### config.mk
export PLATFORM = sky130hd
export DESIGN_NAME = frame_swap_ctrl
export DESIGN_NICKNAME = d
export VERILOG_FILES = /design/src/rtl/frame_swap_ctrl.sv
export SDC_FILE = /design/constraint.sdc
export NUM_CORES = 1
export LEC_CHECK = 0
export CORE_MARGIN = 2
export CORE_UTILIZATION = 53
export DETAILED_ROUTE_END_ITERATION = 10
export PLACE_DENSITY = 0.85
export SYNTH_ARGS = -nofsm -noshare
export SYNTH_HDL_FRONTEND = slang
export SYNTH_SLANG_ARGS = --single-unit
### constraint.sdc
create_clock -name clk -period 4.8 [get_ports clk]
set_clock_uncertainty 0.2 [all_clocks]
set_input_delay 0.96 -clock clk [delete_from_list [all_inputs] [get_ports clk]]
set_output_delay 0.96 -clock clk [all_outputs]
set_load 0.05 [all_outputs]
### src/rtl/frame_swap_ctrl.sv
// frame_swap_ctrl
// ---------------
// Double-buffer sequencing controller for a VGA frame-buffer pair. Owns the
// front/back buffer select and gates drawing-engine access to the back
// buffer. A buffer swap happens only on the first cycle of vertical blanking,
// so scanout never shows a torn frame. After a swap the new back buffer can
// optionally be cleared by streaming a fill colour to every pixel address.
//
// Ports:
//   clk           system clock, rising edge
//   reset         asynchronous, active-high reset
//   vblank_start  one-cycle pulse at the first cycle of vertical blanking
//   swap_req      drawer asks to present the back buffer (level, held to ack)
//   swap_ack      one-cycle pulse: swap performed
//   front_sel     buffer index read by scanout
//   back_sel      ~front_sel; buffer index written by drawer / clear
//   draw_en       drawer may write the back buffer
//   clear_en      clear the new back buffer after a swap (sampled in SWAP)
//   clear_color   fill value (latched in SWAP)
//   clr_we        clear write strobe
//   clr_addr      clear write address, row-major y*WIDTH+x
//   clr_data      clear write data (latched clear_color)
//   frame_count   swaps performed, wraps
//   repeat_count  vblanks that did not swap (frame re-shown), saturates
//
// Every output is a register loaded from the next-state logic, so each output
// describes the state the FSM has just entered.

module frame_swap_ctrl #(
  parameter int WIDTH      = 640,
  parameter int HEIGHT     = 480,
  parameter int PIXEL_SIZE = 8,
  parameter int ADDR_W     = 19
) (
  input  logic                  clk,
  input  logic                  reset,
  input  logic                  vblank_start,
  input  logic                  swap_req,
  output logic                  swap_ack,
  output logic                  front_sel,
  output logic                  back_sel,
  output logic                  draw_en,
  input  logic                  clear_en,
  input  logic [PIXEL_SIZE-1:0] clear_color,
  output logic                  clr_we,
  output logic [ADDR_W-1:0]     clr_addr,
  output logic [PIXEL_SIZE-1:0] clr_data,
  output logic [15:0]           frame_count,
  output logic [15:0]           repeat_count
);

  localparam int unsigned       NUM_PIXELS = WIDTH * HEIGHT;
  localparam logic [ADDR_W-1:0] LAST_ADDR  = ADDR_W'(NUM_PIXELS - 1);

  typedef enum logic [1:0] {
    ST_DRAW,
    ST_WAIT_VB,
    ST_SWAP,
    ST_CLEAR
  } state_t;

  state_t                state_q, state_d;
  logic                  front_sel_d;
  logic                  swap_ack_d;
  logic                  clr_we_d;
  logic                  draw_en_d;
  logic [ADDR_W-1:0]     clr_addr_d;
  logic [PIXEL_SIZE-1:0] clr_data_d;
  logic [15:0]           frame_count_d;
  logic [15:0]           repeat_count_d;

  // Next-state and next-output logic.
  always_comb begin
    // NOTE: every variable gets a default before the case so that no path
    // leaves one unassigned, which would infer a latch.
    state_d        = state_q;
    front_sel_d    = front_sel;
    swap_ack_d     = 1'b0;
    clr_addr_d     = clr_addr;
    clr_data_d     = clr_data;
    frame_count_d  = frame_count;
    repeat_count_d = repeat_count;

    case (state_q)
      ST_DRAW: begin
        if (swap_req && vblank_start) state_d = ST_SWAP;
        else if (swap_req)            state_d = ST_WAIT_VB;
      end
      // The request is committed here; swap_req is not looked at again.
      ST_WAIT_VB: begin
        if (vblank_start) state_d = ST_SWAP;
      end
      ST_SWAP: begin
        clr_data_d = clear_color;
        clr_addr_d = '0;
        state_d    = clear_en ? ST_CLEAR : ST_DRAW;
      end
      // clr_addr holds the address written in the current cycle.
      ST_CLEAR: begin
        if (clr_addr == LAST_ADDR) begin
          state_d    = ST_DRAW;
          clr_addr_d = '0;
        end else begin
          clr_addr_d = clr_addr + ADDR_W'(1);
        end
      end
      default: state_d = ST_DRAW;
    endcase

    // A vblank either causes the swap or counts as a re-shown frame.
    if (state_d == ST_SWAP) begin
      front_sel_d   = ~front_sel;
      swap_ack_d    = 1'b1;
      frame_count_d = frame_count + 16'd1;
    end else if (vblank_start && (repeat_count != 16'hffff)) begin
      repeat_count_d = repeat_count + 16'd1;
    end

    draw_en_d = (state_d == ST_DRAW);
    clr_we_d  = (state_d == ST_CLEAR);
  end

  // State and registered outputs.
  // NOTE: sequential state uses non-blocking assignments so every register
  // samples the pre-edge values regardless of statement order.
  always_ff @(posedge clk or posedge reset) begin
    if (reset) begin
      state_q      <= ST_DRAW;
      front_sel    <= 1'b0;
      back_sel     <= 1'b1;
      draw_en      <= 1'b1;
      swap_ack     <= 1'b0;
      clr_we       <= 1'b0;
      clr_addr     <= '0;
      clr_data     <= '0;
      frame_count  <= '0;
      repeat_count <= '0;
    end else begin
      state_q      <= state_d;
      front_sel    <= front_sel_d;
      back_sel     <= ~front_sel_d;
      draw_en      <= draw_en_d;
      swap_ack     <= swap_ack_d;
      clr_we       <= clr_we_d;
      clr_addr     <= clr_addr_d;
      clr_data     <= clr_data_d;
      frame_count  <= frame_count_d;
      repeat_count <= repeat_count_d;
    end
  end

endmodule
==> results.md <==
Run status:
- The flow ran to the end, and the final reports show no timing, DRC or antenna violations.

Synthesis:
- In the synthesized netlist the dominant register cell turns out to be sky130_fd_sc_hd__dfrtp_1.
- The post-synthesis average cell area is 10.8 µm².
- Ranked by total cell area, the synthesized netlist is headed by sky130_fd_sc_hd__dfrtp_1, sky130_fd_sc_hd__xnor2_1, sky130_fd_sc_hd__nand3_1, sky130_fd_sc_hd__mux2_2, sky130_fd_sc_hd__nand2_1.
- The share of the synthesized area in the top cell type is 51.9%.
- The cell taking the most area after synthesis is sky130_fd_sc_hd__dfrtp_1.
- The cell area that synthesis handed to floorplanning was 3090 µm².
- The number of distinct library cells after synthesis is 48.
- In this run, synthesis produced a sequential element count of 66.
- The share of the Yosys chip area taken by registers is 53.6%.
- The synthesis warning total is 0.
- The number of nets handed over by synthesis was 301.
- The synthesized design contains 0 enable-type register cells.
- The cell count after synthesis came out at 285.
- Of all flip-flops after synthesis, the portion carrying an async set or reset was 100%.

Hold path:
- The end point of the most critical hold path is frame_count[15]$_DFFE_PP0N_.
- The hold path depth is 1.
- The critical hold path startpoint is frame_count[15]$_DFFE_PP0N_.
- The worst hold path belongs to the class reg2reg.

STA:
- The count of final max-slew check failures is 0.
- Setup repair after global routing left no endpoint under its margin.
- The worst-case headroom to the max-slew limit is 46.3%.
- The timing-limited maximum frequency is 0.353 GHz.
- The worst path in the final design needs a cycle of 2.83 ns, including I/O delays and setup.
- The final-report setup violation count is 0.
- The sum of negative setup slack is 0 ns.
- The transition time at the pin with the least slew margin is 0.804 ns.
- The count of final hold-check violations is 0.
- The share of the clock period used by the worst path is 59.0%.

Setup path:
- The required arrival time at the worst endpoint is 3.64 ns.
- The critical path is of the reg2out type.
- STA classifies the critical path startpoint as a flip-flop.
- Counting both buffers and inverters, the worst setup path holds a total of 1.
- The largest fanout on the critical path is 9.
- The kind of cell adding the most delay to the critical path is buffers and inverters.
- The critical path goes through clkdlybuf4s50_1.
- The startpoint of the most critical register-to-register path is clr_addr[14]$_DFFE_PP0P_.
- The cell count of the worst reg-to-reg path is 5.
- Data arrives at the worst endpoint at 1.67 ns.
- The register-to-register setup slack is 2.28 ns.
- In this run the critical register-to-register path is captured at clr_addr[7]$_DFFE_PP0P_.
- The maximum single-stage delay on the critical path is 0.85 ns.
- On the critical path, the stage with the largest delay is an instance of sky130_fd_sc_hd__clkdlybuf4s50_1.
- The worst setup path is captured at an output port.

Clocking:
- Clock-pin slew was measured on the worst setup and hold paths at 0.07 ns.
- The number of buffers added to fix hold violations after cts is 0.
- The H-tree generated during clock tree synthesis spans 3 levels.
- The buffer type at the clock tree root is sky130_fd_sc_hd__clkbuf_8.
- The number of buffers inserted to repair setup after CTS is 0.
- The maximum buffer depth of the clock tree is 2.
- The tree built by TritonCTS fans out to 66 sinks.
- TritonCTS built the clock tree.
- The post-cts sizing count is 0.
- The number of buffers created by CTS is 9.
- The insertion delay of the later-clocked pin in the worst-skew pair is 0.33 ns.

Cells and area:
- After the last flow step, the layout net total stands at 384.
- In the final layout, the multi-input gates occupy 1360 µm².
- The top cell types in the final layout, fill and taps aside, are sky130_fd_sc_hd__clkdlybuf4s50_1, sky130_fd_sc_hd__dfrtp_1, sky130_fd_sc_hd__nand3_1.
- The layout has 401 filler cells.
- Compared with the post-synthesis result, the final layout area differs by 33.1%.
- 0 antenna diodes ended up in the layout.
- The final instance area is 4110 µm².
- The share of cells above drive strength 1 is 9.92%.
- The post-route core utilization is 73.7%.
- The sequential cells in the finished layout cover a total of 1650 µm².
- The library cell used most frequently in the layout, excluding fill and tap cells, is sky130_fd_sc_hd__clkdlybuf4s50_1.

Routing:
- The count of vias placed by the detailed router is 2550.
- Summed over all layers, the routed wires come to 7.20 mm.
- The number of routed nets with antenna violations is 0.
- The pre-antenna-repair detailed-routing pass consisted of 4 iterations.
- The average wire length per cell after detail routing is 16.2 µm.
- The post-detailed-route DRC marker count is 0.
- The detailed router finished its first iteration with 248 violations.
- In the routed layout, each cell is associated on average with a via count of 5.73.

Die:
- For this configuration, the core starts out at a cell density of 55.4%.
- The placeable core region is 5570 µm².
- From left edge to right edge, the die measures 80.3 µm.
- The die covers 6450 µm².
- The number of rows created at floorplan is 27.
- The die boundary height is 80.3 µm.
- 77 I/O pins were placed.

Power and ir drop:
- The internal power component is 0.938 mW.
- Net switching is 30.9% of the power.
- The fraction of power consumed by sequential logic is 46.8%.
- The cell area power density is 330 nW/µm².
- In this run, the clock network consumes 33.3% of the power.
- The static leakage power is 1.76 nW.
- The share of total power dissipated in combinational logic is 19.9%.
- The worst IR drop on VDD is 0.000389 V.
- The net switching power of the design is 0.419 mW.

Global route:
- The number of antenna violations at the first check in global routing is 0.
- For this run the aggregate overflow at the end of global routing stands at 0.
- The number of global-route vias before repair is 2447.
- The global-route wire length before repair is 11.8 mm.
- The total track usage is 23.8%.
- Entering global routing, the biggest net connects 39 pins.

Place:
- In this run the cell area measured after placement is 3920 µm².
- The routability congestion estimate from global placement is 0.858.
- The count of buffers inserted at the top-level ports is 76.
- The HPWL after detailed placement is 5.01 mm.

Run:
- The max-capacitance violation count is 0.
## power groups by stage
| stage | sequential [mW] | clock [mW] | combinational [mW] |
|---|---|---|---|
| floorplan | 0.752 | 0 | 0.0588 |
| global placement | 0.642 | 0 | 0.266 |
| finish | 0.635 | 0.451 | 0.270 |
| global route | 0.640 | 0.487 | 0.283 |
| detailed placement | 0.643 | 0 | 0.270 |
| CTS | 0.634 | 0.460 | 0.273 |
## cell usage after synthesis, drive strengths merged, types with 9 or more instances
library cell	n
nand2	22
o21ai	14
nand3	23
dfrtp	64
a21oi	9
mux2	9
inv	12
nand4	10
nor2	14
xor2	9
xnor2	20
## worst max-delay path by stage
stage,startpoint,to,slack [ns],cells after the start
floorplan,reset,clr_addr[0]$_DFFE_PP0P_,1.99,1
global placement,swap_req,repeat_count[11]$_DFFE_PP0P_,1.92,6
detailed placement,swap_req,repeat_count[11]$_DFFE_PP0P_,1.86,6
CTS,clr_addr[12]$_DFFE_PP0P_,clr_addr[12],1.96,1
global route,clr_addr[12]$_DFFE_PP0P_,clr_addr[12],1.93,1
finish,clr_addr[12]$_DFFE_PP0P_,clr_addr[12],1.97,1
## logic make-up after synthesis
group                    after synthesis  share of synthesized area, %
AO/OA/AOI/OAI                         47                          10.4
flip-flops                            66                          53.6
AND/OR/NAND/NOR                      109                          19.5
multiplexers                          13                          4.58
buffers and inverters                 18                          2.51
XOR/XNOR                              29                          8.23
adder cells (fa/ha/maj)                3                          1.22
## registers in the layout, summed over array words and instances (netlist names)
signal / count
back_sel: 1
clr_addr: 19
clr_data: 8
clr_we: 1
draw_en: 1
frame_count: 16
front_sel: 1
repeat_count: 16
state_q: 2
swap_ack: 1
## metal layers
| metal | share of wire [%] | routed length (µm) | track usage [%] | vias to the layer above |
|---|---|---|---|---|
| met5 | 0 | 0 | 0 | - |
| met4 | 1.3 | 92 | 7.29 | 0 |
| met3 | 6.3 | 456 | 6.85 | 10 |
| met2 | 48 | 3470 | 37.8 | 90 |
| met1 | 44 | 3190 | 31.8 | 1246 |
| li1 | - | - | - | 1204 |
## layout make-up
class,count,share of cell area [%]
clock buffer,13,3.62
clock inverter,3,0.974
inverter,12,1.10
multi-input combinational,201,33.0
sequential,66,40.3
tap,72,2.19
timing repair buffer,78,18.9
## through the flow
step	hold slack, ns	cells	power [mW]	worst slack, ns
floorplan	0.412	285	0.811	1.99
global placement	0.249	429	0.908	1.92
detailed placement	0.259	429	0.913	1.86
CTS	0.276	445	1.37	1.96
global route	0.288	445	1.41	1.93
finish	0.272	445	1.36	1.97
Note: power is estimated with default switching activity, not from simulation.
